--- src/rtl/accumulator_pkg.sv ---
// Shared constants and helpers for the accumulator front-end blocks.
package accumulator_pkg;

    localparam int ACC_N = 16;

    // Occupancy needs one extra bit so that "full" (== DEPTH) is representable.
    function automatic int fill_width(input int depth);
        return $clog2(depth) + 1;
    endfunction

endpackage

--- src/rtl/feeder_fifo.sv ---
// Synchronous first-word-fall-through FIFO; occupancy, not pointer comparison,
// distinguishes full from empty.
module feeder_fifo
    import accumulator_pkg::*;
#(
    parameter int N     = ACC_N,
    parameter int DEPTH = 8
) (
    input  logic                          clock,
    input  logic                          reset,
    input  logic                          push,
    input  logic [N-1:0]                  push_data,
    input  logic                          pop,
    output logic [N-1:0]                  head,
    output logic [fill_width(DEPTH)-1:0]  fill
);

    localparam int PTR_W  = $clog2(DEPTH);
    localparam int FILL_W = fill_width(DEPTH);

    logic [N-1:0]     mem [DEPTH];
    logic [PTR_W-1:0] wr_ptr;
    logic [PTR_W-1:0] rd_ptr;
    logic             do_push;
    logic             do_pop;

    assign do_push = push && (fill < FILL_W'(DEPTH));
    assign do_pop  = pop && (fill != '0);
    assign head    = mem[rd_ptr];

    // NOTE: storage has no reset; a slot is only read after it has been written,
    // so resetting it would add reset fan-out for no behavioural benefit.
    always_ff @(posedge clock) begin
        if (do_push) begin
            mem[wr_ptr] <= push_data;
        end
    end

    // NOTE: non-blocking assignments so every register samples pre-edge values;
    // a simultaneous push and pop therefore leaves fill unchanged.
    always_ff @(posedge clock or posedge reset) begin
        if (reset) begin
            wr_ptr <= '0;
            rd_ptr <= '0;
            fill   <= '0;
        end else begin
            if (do_push) begin
                wr_ptr <= wr_ptr + PTR_W'(1);
            end
            if (do_pop) begin
                rd_ptr <= rd_ptr + PTR_W'(1);
            end
            case ({do_push, do_pop})
                2'b10:   fill <= fill + FILL_W'(1);
                2'b01:   fill <= fill - FILL_W'(1);
                default: fill <= fill;
            endcase
        end
    end

endmodule

--- src/rtl/accumulator_feeder.sv ---
// Feeds one buffered sample per cycle into an always-adding accumulator,
// driving zero when idle and flagging the last sample of each frame.
module accumulator_feeder
    import accumulator_pkg::*;
#(
    parameter int N         = ACC_N,
    parameter int DEPTH     = 8,
    parameter int FRAME_LEN = 8
) (
    input  logic                          clock,
    input  logic                          reset,
    input  logic [N-1:0]                  in_data,
    input  logic                          in_valid,
    output logic                          in_ready,
    input  logic                          hold,
    output logic [N-1:0]                  acc_in,
    output logic                          acc_valid,
    output logic                          frame_done,
    output logic [fill_width(DEPTH)-1:0]  fill
);

    localparam int FILL_W = fill_width(DEPTH);
    localparam int POS_W  = (FRAME_LEN > 1) ? $clog2(FRAME_LEN) : 1;

    logic [N-1:0]     head;
    logic             push;
    logic             pop;
    logic             last;
    logic [POS_W-1:0] frame_pos;

    // Ready looks only at registered occupancy: no path from hold or in_valid.
    assign in_ready = !reset && (fill < FILL_W'(DEPTH));
    assign push     = in_valid && in_ready;
    assign pop      = (fill != '0) && !hold;
    assign last     = (frame_pos == POS_W'(FRAME_LEN - 1));

    feeder_fifo #(
        .N     (N),
        .DEPTH (DEPTH)
    ) u_fifo (
        .clock     (clock),
        .reset     (reset),
        .push      (push),
        .push_data (in_data),
        .pop       (pop),
        .head      (head),
        .fill      (fill)
    );

    // Idle cycles drive zero so the accumulator's unconditional add is a no-op.
    always_ff @(posedge clock or posedge reset) begin
        if (reset) begin
            acc_in     <= '0;
            acc_valid  <= 1'b0;
            frame_done <= 1'b0;
            frame_pos  <= '0;
        end else if (pop) begin
            acc_in     <= head;
            acc_valid  <= 1'b1;
            frame_done <= last;
            frame_pos  <= last ? '0 : frame_pos + POS_W'(1);
        end else begin
            acc_in     <= '0;
            acc_valid  <= 1'b0;
            frame_done <= 1'b0;
        end
    end

endmodule

--- config.mk ---
export PLATFORM = sky130hd
export DESIGN_NAME = accumulator_feeder
export DESIGN_NICKNAME = d
export VERILOG_FILES = /design/src/rtl/accumulator_pkg.sv /design/src/rtl/feeder_fifo.sv /design/src/rtl/accumulator_feeder.sv
export SDC_FILE = /design/constraint.sdc
export NUM_CORES = 1
export LEC_CHECK = 0
export CORE_ASPECT_RATIO = 1.25
export CORE_MARGIN = 1
export CORE_UTILIZATION = 50
export DETAILED_ROUTE_END_ITERATION = 10
export GPL_TIMING_DRIVEN = 0
export HOLD_SLACK_MARGIN = 0.15
export PLACE_DENSITY = 0.67
export SETUP_SLACK_MARGIN = 0.15
export SLEW_MARGIN = 20
export SYNTH_ARGS = -nofsm -noshare
export SYNTH_HDL_FRONTEND = slang
export SYNTH_SLANG_ARGS = --single-unit
--- constraint.sdc ---
create_clock -name clock -period 3.9 [get_ports clock]
set_clock_uncertainty 0.15 [all_clocks]
set_input_delay 0.39 -clock clock [delete_from_list [all_inputs] [get_ports clock]]
set_output_delay 0.39 -clock clock [all_outputs]
set_load 0.02 [all_outputs]
Yosys cells after proc, flatten, opt, wreduce, memory -nomap -nowiden

Memories as Yosys holds them, arrays and structs flattened.
Index checks and enable logic that the tools add are counted.

Memories kept: 1
Input bits: 20
Bits in registers: 31
RAM bits: 128

Memories:

| memory     | depth | width | rd ports | clocked after memory_dff | write ports | RTL line          | text |
|---|---|---|---|---|---|---|---|
| u_fifo.mem | 8     | 16    | 1        | 0                        | 1           | feeder_fifo.sv:21 | `logic [N-1:0] mem [DEPTH];` |

Equality and inequality tests: 3
Muxes and demuxes: 7
Add/subtract/negate cells: 5
Magnitude comparators: 1
Reduce and logical (&&, ||, !) cells: 9

Operator list:

| kind                                                | number |
|---|---|
| 2-to-1 mux 16 bit                                   | 1 |
| adder 3 x 1 -> 3 bit, second input constant         | 3 |
| one-hot mux 4 bit (2 select lines)                  | 1 |
| logical AND 1 bit                                   | 5 |
| adder 4 x 1 -> 4 bit, second input constant         | 1 |
| less-than comparator 4 bit, second input constant   | 1 |
| 2-to-1 mux 1 bit                                    | 4 |
| nonzero test 4 bit                                  | 1 |
| subtractor 4 x 1 -> 4 bit, second input constant    | 1 |
| equality test 3 bit, second input constant          | 1 |
| 2-to-1 mux 3 bit                                    | 1 |
| equality test 2 x 1 -> 1 bit, second input constant | 1 |
| equality test 2 bit, second input constant          | 1 |
| zero test 1 bit                                     | 2 |
| nonzero test 2 bit                                  | 1 |

Longest topological paths before layout

Gate-level depths: netlist of the first run.

Word-level depth: 6
Depth in mapped cells: 11
Gate-level depth less buffers: 10

By module

A second synthesis of the first run with hierarchy kept.

Cells, all modules: 303
Area, all modules: 6278.5 sq um

By module, submodules not included:

| module             | cells each | area each (sq um) | times used | sequential area each (sq um) |
|---|---|---|---|---|
| feeder_fifo        | 252        | 5537.8            | 1          | 4093.9 |
| accumulator_feeder | 51         | 740.7             | 1          | 525.5 |

Worst setup path after synthesis of the first run

No wires, ideal clock.

Kind: reg-to-reg
Start point: register u_fifo.fill[3]
End point: memory u_fifo.mem[0][0] (netlist name), enable pin
Stages on the path, launching flop included: 6
Period minus slack after synthesis: 2985 ps
Path slack: 915 ps
Data required time: 3341 ps
Setup time: 409 ps
Arrival: 2426 ps
Path through: dfrtp_1 nor2_1 and2_1 buf_2 nand2b_1 nor3_1

Cells in the longest elaborated chain, start to end: 6

Ends and longest elaborated chain:

| what                                   | RTL line                 | text |
|---|---|---|
| start, declared                        | feeder_fifo.sv:15        | `output logic [fill_width(DEPTH)-1:0] fill` |
| start signal, assigned                 | feeder_fifo.sv:54        | `2'b10: fill <= fill + FILL_W'(1);` |
| start signal, assigned                 | feeder_fifo.sv:55        | `2'b01: fill <= fill - FILL_W'(1);` |
| start signal, assigned                 | feeder_fifo.sv:56        | `default: fill <= fill;` |
| less-than comparator 4 bit             | accumulator_feeder.sv:32 | `assign in_ready = !reset && (fill < FILL_W'(DEPTH));` |
| logical AND 1 bit                      | accumulator_feeder.sv:32 |  |
| via in_ready                           | accumulator_feeder.sv:14 | `output logic in_ready,` |
| logical AND 1 bit                      | accumulator_feeder.sv:33 | `assign push = in_valid && in_ready;` |
| logical AND 1 bit                      | feeder_fifo.sv:27        | `assign do_push = push && (fill < FILL_W'(DEPTH));` |
| 2-to-1 mux 1 bit                       | feeder_fifo.sv:34        | `if (do_push) begin` |
| 2-to-1 mux 1 bit (implied by the code) | feeder_fifo.sv:35        | `mem[wr_ptr] <= push_data;` |
| end, declared                          | feeder_fifo.sv:21        |  |

The timed path passes the listed nets, and every way through them passes these cells.

Worst setup path in the final report of the first run

Start point: register u_fifo.fill[0]
End point: register u_fifo.fill[2]

Elaborated cells between the ends (all ways): 13

RTL lines:

| what                                                                     | RTL line                 | text |
|---|---|---|
| nonzero test 4 bit *                                                     | accumulator_feeder.sv:34 | `assign pop = (fill != '0) && !hold;` |
| logical AND 1 bit *                                                      | accumulator_feeder.sv:34 |  |
| via pop                                                                  | accumulator_feeder.sv:27 | `logic pop;` |
| logical AND 1 bit *                                                      | feeder_fifo.sv:28        | `assign do_pop = pop && (fill != '0);` |
| equality test 2 x 1 -> 1 bit or equality test 2 bit (tied branches)      | feeder_fifo.sv:53        | `case ({do_push, do_pop})` |
| one-hot mux 4 bit (2 select lines) or nonzero test 2 bit (tied branches) | --                       |  |

Mark *: on every way through the listed nets, which the timed path passes. The rest lies on a longest branch.
A chain may end at the register's enable or synchronous reset.

==> results.cfg, run 1 <==
[status]
outcome = finished clean

[timing]
tns_ns = 0
final_hold_viol_count = 0
min_period_ns = 2.55
setup_viol = 0
rsz0062_at_grt = no
slew_headroom_pct = 53.2
post-route-period-util_pct = 65.4
slew_viol_final = 0
holdWs_ns = 0.286
tightestPinTransition_ns = 0.701
fmax_ghz = 0.392

[worst_setup_path]
crit_path_end_kind = flip-flop
cp_slowest_cell = dfrtp_1
slowest_delay_ns = 0.47
arrival_ns = 2.69
worstRegToRegCells = 10
timing.critical_path.mode_cell = xor2_1
cp_top_family = simple AND/OR/NAND/NOR gates
cp-start-kind = flip-flop
path_class = flip-flop to flip-flop
cp_cell_sequence = nor4_4, nor2_4, buf_6, ha_1, xor2_1, ha_1, a21oi_1, xor2_1, nor2_1, xor2_1
critPathBufInv = 1
cp.depth = 10
cp.required_ns = 4.04
critPathMaxFanout = 12

[synth]
synth-seq-cells = 159
synth_area_leaders = edfxtp_1, dfrtp_1, mux2i_1, a22oi_1, and3_1
yosysTopAreaCell = edfxtp_1
syn_avg_cell_area_um2 = 17.9
yosysWarnings = 0
yosysUniqueCellTypes = 32
yosysSeqAreaShare_pct = 74.1
synth_top_area_share_pct = 61.7
syn_area_um2 = 6230
syn_nets = 375
synth_cells = 348

[finish]
final_cell_mix = edfxtp_1, mux2i_1, clkdlybuf4s50_1
diodes = 0
drive_gt1_share_pct = 15.7
syn2layout_area_growth_pct = 21.2
final_common_cell = edfxtp_1
final_area_um2 = 7560
fin_nets = 442

[floorplan]
ios = 43
coreArea_um2 = 12200
die_area_um2 = 12900
dieWidth_um = 102
die_h_um = 127
initial_utilization_pct = 51.3
row_count = 45

[clock_network]
htreeDepth = 4
cts_tree = yes
cts_hold_buf = 0
root_buffer = clkbuf_16
cts_setup_buffers = 0
clk_latency_ns = 0.42
cts.sinks = 159
cts_buffer_depth = 2
clk_pin_slew_worst_paths_ns = 0.06
cts_buffers = 17
ctsResizeCount = 0

[placed_design]
postPlaceCellArea_um2 = 6980
place_congestion = 0.734
port_buffers = 42
dp_hpwl_um = 7340

[routing]
detail-route-antenna-nets = 0
drtIter0Drc = 171
via_count = 3240
totalWireLength_um = 12100
drt_drc_violations_left = 0
wl_per_cell_um = 20.4
vias_per_cell = 5.47
drt_first_pass_iters = 4

[global_route]
grt_usage_pct = 20.7
overflow = 0
grt_pass1_vias = 3275
grt_max_degree = 32
antenna_found_initial = 0
grt_pass1_wl_um = 18600

[job]
max-cap-violations = 0

[power]
powerDensity_nw_per_um2 = 737
peakVddDrop_uv = 347
p_leak_nw = 2.83

[min_path]
hp-class = input port to async pin
-- per-stage QoR --
step	utilization (%)	total power, mW	std cells	setup WS, ns
after floorplan	-	3.39	348	0.915
after global placement	56.4	3.93	554	-0.212
after detailed placement	57.4	4.00	560	1.05
after CTS	62.1	5.61	592	1.31
after global routing	62.1	5.83	592	1.20
final	62.1	5.57	592	1.35
-- final timing paths --
kind / from / endpoint / slack (ns)
setup / recovery: u_fifo.fill[0] / u_fifo.fill[2] / 1.35
hold / removal: reset / u_fifo.fill[3] / 0.29
setup reg to reg: u_fifo.fill[0] / u_fifo.fill[2] / 1.35
hold reg to reg: frame_pos[1] / frame_pos[1] / 0.37
max in group asynchronous: reset / acc_in[3] / 2.86
min in group clock: frame_pos[1] / frame_pos[1] / 0.37
-- kinds of logic (layout without fill, tap and decap cells) --
logic type      Yosys count  count (layout)  share of synthesized area [%]
flops                   159             159                           74.1
mux                      69              69                           11.4
simple gates             48              48                           4.54
compound gates           36              36                           4.19
buf+inv                  19              99                           2.93
xor+xnor                 10              10                           1.41
fa+ha+maj                 7               7                           1.40
-- area by class of cell --
class / instances / area [um^2]
timing repair buffer: 48 / 492
clock inverter: 12 / 145
buffer: 17 / 175
tap: 164 / 205
sequential: 159 / 4620
fill: 906 / 4600
inverter: 2 / 7.51
multi-input combinational: 170 / 1480
clock buffer: 20 / 437
-- power by group --
part	total [mW]	internal, mW	leakage [nW]	switching (mW)
Clock	1.62	1.00	0.279	0.617
Combinational	1.74	0.828	1.01	0.909
Sequential	2.22	2.07	1.54	0.149
-- state kept, by name (all words and copies together), names as in the netlist --
register,cells
frame_done,1
u_fifo.rd_ptr,3
acc_valid,1
u_fifo.fill,4
u_fifo.wr_ptr,3
frame_pos,3
u_fifo.mem,128
acc_in,16
-- synth_stat cells --
cell / number
buf_6: 6
nand2b_1: 3
nor2_1: 9
nand4b_1: 1
nand3b_1: 1
and2_1: 3
buf_12: 2
nand2_1: 6
mux2_4: 4
a21oi_1: 1
clkbuf_4: 1
and3_1: 16
nor3_1: 3
a22oi_1: 32
mux2_2: 1
o21ai_1: 1
nor2_2: 1
nor4_4: 1
buf_8: 2
nor2b_1: 3
edfxtp_1: 128
o21ai_0: 1
clkbuf_2: 1
buf_2: 5
xor2_1: 7
ha_1: 7
mux2i_1: 64
dfrtp_1: 31
a31oi_1: 1
xnor2_1: 3
inv_1: 2
nor2_4: 1
-- per-layer routing --
layer  wire [um]  track usage (%)  vias to the layer above
li1            -                -                     1481
met1        5440             27.7                     1676
met2        6130             32.9                       75
met3         395             5.07                        8
met4         123             7.73                        0
met5           0                0                        -
Note: power is estimated with default switching activity, not from simulation.
==> run 2, diff against run 1 <==
--- a/config.mk
+++ b/config.mk
@@ -11,7 +11,7 @@
 export DETAILED_ROUTE_END_ITERATION = 10
 export GPL_TIMING_DRIVEN = 0
 export HOLD_SLACK_MARGIN = 0.15
-export PLACE_DENSITY = 0.67
+export PLACE_DENSITY = 0.7
 export SETUP_SLACK_MARGIN = 0.15
 export SLEW_MARGIN = 20
 export SYNTH_ARGS = -nofsm -noshare
==> constraint.sdc (replaced) <==
create_clock -name clock -period 2.04 [get_ports clock]
set_clock_uncertainty 0.15 [all_clocks]
set_input_delay 0.204 -clock clock [delete_from_list [all_inputs] [get_ports clock]]
set_output_delay 0.204 -clock clock [all_outputs]
set_load 0.02 [all_outputs]
==> results.cfg, run 2 (same netlist as run 1, synthesis figures left out) <==
[finish]
syn2layout_area_growth_pct = 25.7
fillers = 851
final_cell_mix = edfxtp_1, mux2i_1, clkdlybuf4s50_1
diodes = 0
largest_reg_flops = 128
regMostFlops = u_fifo.mem
drive_gt1_share_pct = 20.9
final_util_pct = 64.4
top_regs = u_fifo.mem (128), acc_in (16), u_fifo.fill (4)
fin_nets = 454
final_common_cell = edfxtp_1
fin_cells = 604

[floorplan]
die_h_um = 127
dieWidth_um = 102
die_area_um2 = 12900
ios = 43
coreArea_um2 = 12200
row_count = 45
initial_utilization_pct = 51.3

[placed_design]
dp_hpwl_um = 7050
place_congestion = 0.750
dp_cells = 554
dp_slack_ns = -0.582
port_buffers = 42

[worst_setup_path]
worst-r2r-setup-slack_ns = -0.12
cp.required_ns = 2.18
path_class = flip-flop to flip-flop
cp_slowest_cell = dfrtp_2
worstRegToRegCells = 10
critPathMaxFanout = 3
arrival_ns = 2.30
critPathBufInv = 1
crit_start = u_fifo.fill[0]
crit_path_end_kind = flip-flop
cp_top_family = simple AND/OR/NAND/NOR gates
slowest_delay_ns = 0.43
cp-start-kind = flip-flop
regToRegStartpoint = u_fifo.fill[0]
worst_r2r_endpoint = u_fifo.fill[2]
cp_cell_sequence = nor4_4, nor2_4, buf_8, ha_4, xor2_1, ha_2, a21oi_2, xor2_1, nor2_1, xor2_1
cp.depth = 10
endpoint = u_fifo.fill[2]
timing.critical_path.mode_cell = xor2_1

[status]
violations = negative setup slack
outcome = finished with violations

[min_path]
hp-class = input port to async pin

[routing]
detail-route-antenna-nets = 0
drt_drc_violations_left = 0
via_count = 3297
drt_first_pass_iters = 4
drtIter0Drc = 228
wl_per_cell_um = 20.7
vias_per_cell = 5.46
totalWireLength_um = 12500

[clock_network]
cts_tree = yes
root_buffer = clkbuf_16
cts_buffers = 17
cts_hold_buf = 0
cts.sinks = 159
clk_pin_slew_worst_paths_ns = 0.06
clk_latency_ns = 0.41
htreeDepth = 4
cts_buffer_depth = 2

[timing]
slew_viol_final = 0
rsz0062_at_grt = yes
layout_setup_ws_ns = -0.115
setup_viol = 3
min_period_ns = 2.16
fmax_ghz = 0.464
tightestPinTransition_ns = 0.716
holdWs_ns = 0.186
slew_headroom_pct = 52.2
post-route-period-util_pct = 106
final_hold_viol_count = 0

[power]
switching_share_pct = 30.7
switchingPower_mw = 3.33
p_seq_share_pct = 39.1
pwr-share-comb_pct = 32.8
power.total_mw = 10.8
powerDensity_nw_per_um2 = 1380
peakVddDrop_uv = 736
internal_power_mw = 7.52
p_clk_share_pct = 28.1
p_leak_nw = 2.93

[global_route]
antenna_found_initial = 0
overflow = 0
grt_pass1_vias = 3478
grt_max_degree = 32
grt_pass1_wl_um = 19100
grt_usage_pct = 21.2

[job]
max-cap-violations = 0
[run 2: area by class of cell]
type                    instances  area, um^2  share of cell area (%)
repair buffers                 60         689                    8.80
multi-input cells             170        1550                    19.7
inverters                       2        7.51                  0.0958
clock buffers                  22         464                    5.92
flip-flops and latches        159        4620                    59.0
clock inverters                10         114                    1.45
well taps                     164         205                    2.62
plain buffers                  17         185                    2.36
[run 2: metal layers]
metal | GRT usage [%] | part of all wire [%] | up-vias | wire, um
met2 | 36.7 | 53 | 95 | 6630
met3 | 4.68 | 4.5 | 28 | 560
met5 | 0 | 0 | - | 0
met1 | 25.8 | 40 | 1675 | 5000
met4 | 7.98 | 2.3 | 0 | 289
li1 | - | - | 1499 | -
[run 2: repair_timing]
item,CTS,global route
setup endpoints to repair,132,3
buffers inserted,17,1
pin swaps,13,0
resized for setup,4,0
[run 2: power groups by stage]
| stage | registers, mW | logic (mW) | clock network (mW) |
|---|---|---|---|
| finish | 4.24 | 3.55 | 3.05 |
| floorplan | 4.56 | 2.06 | 0 |
| global route | 4.29 | 3.80 | 3.22 |
| global placement | 4.32 | 3.33 | 0 |
| CTS | 4.24 | 3.58 | 3.08 |
| detailed placement | 4.33 | 3.42 | 0 |
[run 2: per-stage QoR]
stage               setup TNS (ns)  area (um^2)
floorplan                    -1.58         6360
global placement            -37.08         6980
detailed placement          -44.09         6980
CTS                         -0.311         7830
global route                -0.452         7840
finish                      -0.221         7840
[run 2: worst min path at each step]
stage / endpoint / slack [ns] / depth (start not counted)
final: u_fifo.wr_ptr[2] / 0.19 / 2
after global routing: frame_done / 0.26 / 2
after CTS: u_fifo.wr_ptr[2] / 0.21 / 2
after detailed placement: frame_pos[2] / 0.37 / 1
after global placement: frame_pos[1] / 0.35 / 2
after floorplan: u_fifo.mem[0][0] / 0.15 / 0
[run 2: worst register-to-register path, stage by stage, from the launching register on]
cell and delay, ns:
dfrtp_2 0.43, nor4_4 0.36, nor2_4 0.06, buf_8 0.13, ha_4 0.15, xor2_1 0.14, ha_2 0.17, a21oi_2 0.11
xor2_1 0.15, nor2_1 0.06, xor2_1 0.13
==> run 3, diff against run 2 <==
--- a/config.mk
+++ b/config.mk
@@ -5,8 +5,9 @@
 export SDC_FILE = /design/constraint.sdc
 export NUM_CORES = 1
 export LEC_CHECK = 0
+export ABC_CLOCK_PERIOD_IN_PS = 2040
 export CORE_ASPECT_RATIO = 1.25
-export CORE_MARGIN = 1
+export CORE_MARGIN = 4
 export CORE_UTILIZATION = 50
 export DETAILED_ROUTE_END_ITERATION = 10
 export GPL_TIMING_DRIVEN = 0
==> results.cfg, run 3 (same netlist as run 1, synthesis figures left out) <==
[clock_network]
root_buffer = clkbuf_16
cts_tree = yes
cts_buffer_depth = 2
htreeDepth = 4
clk_latency_ns = 0.41
clk_pin_slew_worst_paths_ns = 0.06
cts_hold_buf = 0
cts.sinks = 159
cts_buffers = 17

[global_route]
overflow = 0
grt_usage_pct = 18.8
grt_max_degree = 32
antenna_found_initial = 0
grt_pass1_vias = 3593
grt_pass1_wl_um = 19700

[finish]
syn2layout_area_growth_pct = 26.6
multi_input_area_um2 = 1560
final_common_cell = edfxtp_1
drive_gt1_share_pct = 22.2
final_cell_mix = edfxtp_1, mux2i_1, clkdlybuf4s50_1
regMostFlops = u_fifo.mem
largest_reg_flops = 128
diodes = 0
final_util_pct = 64.9
fin_nets = 455
regArea_um2 = 4620
top_regs = u_fifo.mem (128), acc_in (16), u_fifo.fill (4)
fin_cells = 605
fillers = 854

[floorplan]
ios = 43
die_h_um = 133
coreArea_um2 = 12200
dieWidth_um = 108
initial_utilization_pct = 51.3
row_count = 45
die_area_um2 = 14300

[job]
max-cap-violations = 0

[placed_design]
place_congestion = 0.739
dp_cells = 554
dp_hpwl_um = 7380
port_buffers = 42

[worst_setup_path]
critPathMaxFanout = 3
worst-r2r-setup-slack_ns = -0.13
crit_path_end_kind = flip-flop
regToRegStartpoint = u_fifo.fill[2]
endpoint = u_fifo.fill[3]
crit_start = u_fifo.fill[2]
worst_r2r_endpoint = u_fifo.fill[3]
path_class = flip-flop to flip-flop
worstRegToRegCells = 10
cp-start-kind = flip-flop
cp.required_ns = 2.22
arrival_ns = 2.36

[routing]
totalWireLength_um = 12800
wl_per_cell_um = 21.1
drt_drc_violations_left = 0
vias_per_cell = 5.46
detail-route-antenna-nets = 0
drtIter0Drc = 218
via_count = 3301
drt_first_pass_iters = 4

[power]
switchingPower_mw = 3.44
switching_share_pct = 31.3
pwr-share-comb_pct = 32.6
powerDensity_nw_per_um2 = 1390
internal_power_mw = 7.54
p_seq_share_pct = 38.8
p_leak_nw = 2.97
p_clk_share_pct = 28.6
peakVddDrop_uv = 584

[timing]
setup_viol = 3
tightestPinTransition_ns = 0.736
min_period_ns = 2.17
post-route-period-util_pct = 107
slew_viol_final = 0
fmax_ghz = 0.460
tns_ns = -0.298
layout_setup_ws_ns = -0.133
final_hold_viol_count = 0
rsz0062_at_grt = yes
slew_headroom_pct = 50.9

[min_path]
hp-class = input port to async pin

[status]
outcome = finished with violations
violations = negative setup slack
## run 3: metal layers
layer	global-route usage, %	up-vias	part of all wire (%)
met1	22.5	1693	39
met5	0	-	0
li1	-	1505	-
met2	33.0	87	54
met3	4.25	16	4.6
met4	6.95	0	1.6
## run 3: power by group through the flow
| stage | Clock (mW) | Combinational [mW] | Sequential, mW |
|---|---|---|---|
| floorplan | 0 | 2.06 | 4.56 |
| global placement | 0 | 3.33 | 4.32 |
| detailed placement | 0 | 3.42 | 4.34 |
| CTS | 3.18 | 3.57 | 4.26 |
| global route | 3.32 | 3.83 | 4.31 |
| finish | 3.14 | 3.58 | 4.26 |
## run 3: worst min path at each step
stage                      start               end  slack, ns
floorplan             in_data[0]  u_fifo.mem[0][0]       0.15
global placement    frame_pos[1]      frame_pos[1]       0.36
detailed placement  frame_pos[1]      frame_pos[1]       0.37
CTS                        reset  u_fifo.wr_ptr[2]       0.21
global route               reset         acc_valid       0.27
finish                     reset  u_fifo.wr_ptr[2]       0.18
## run 3: what timing repair did
item                       CTS  global route
hold endpoints to repair     0             0
setup endpoints to repair  132             4
gates resized for setup      5             5
pin swaps                   11             4
gates cloned                 0             0
buffers inserted            15             4
## run 3: metrics by stage
stage	total power [mW]	worst slack, ns	instance area, um^2	hold WS (ns)
2_1_floorplan	6.61	-0.221	6360	0.153
6_report	11.0	-0.133	7890	0.179
3_5_place_dp	7.76	-0.587	6980	0.368
4_1_cts	11.0	-0.145	7830	0.210
3_3_place_gp	7.65	-0.499	6980	0.355
5_1_grt	11.5	-0.236	7890	0.270
## run 3: layout make-up
type                    count  share of cell area [%]
flip-flops and latches    159                    58.6
multi-input cells         170                    19.8
repair buffers             61                    9.02
clock buffers              18                    5.56
well taps                 164                    2.60
plain buffers              17                    2.35
clock inverters            14                    1.98
inverters                   2                  0.0951
## run 3: critical path, stage by stage, from the launching register on
cell	delay, ns
dfrtp_2	0.42
nor4_4	0.36
nor2_4	0.07
buf_8	0.13
buf_12	0.11
buf_12	0.12
ha_4	0.16
xor2_1	0.15
nand2_1	0.06
a31oi_1	0.20
xor2_1	0.15
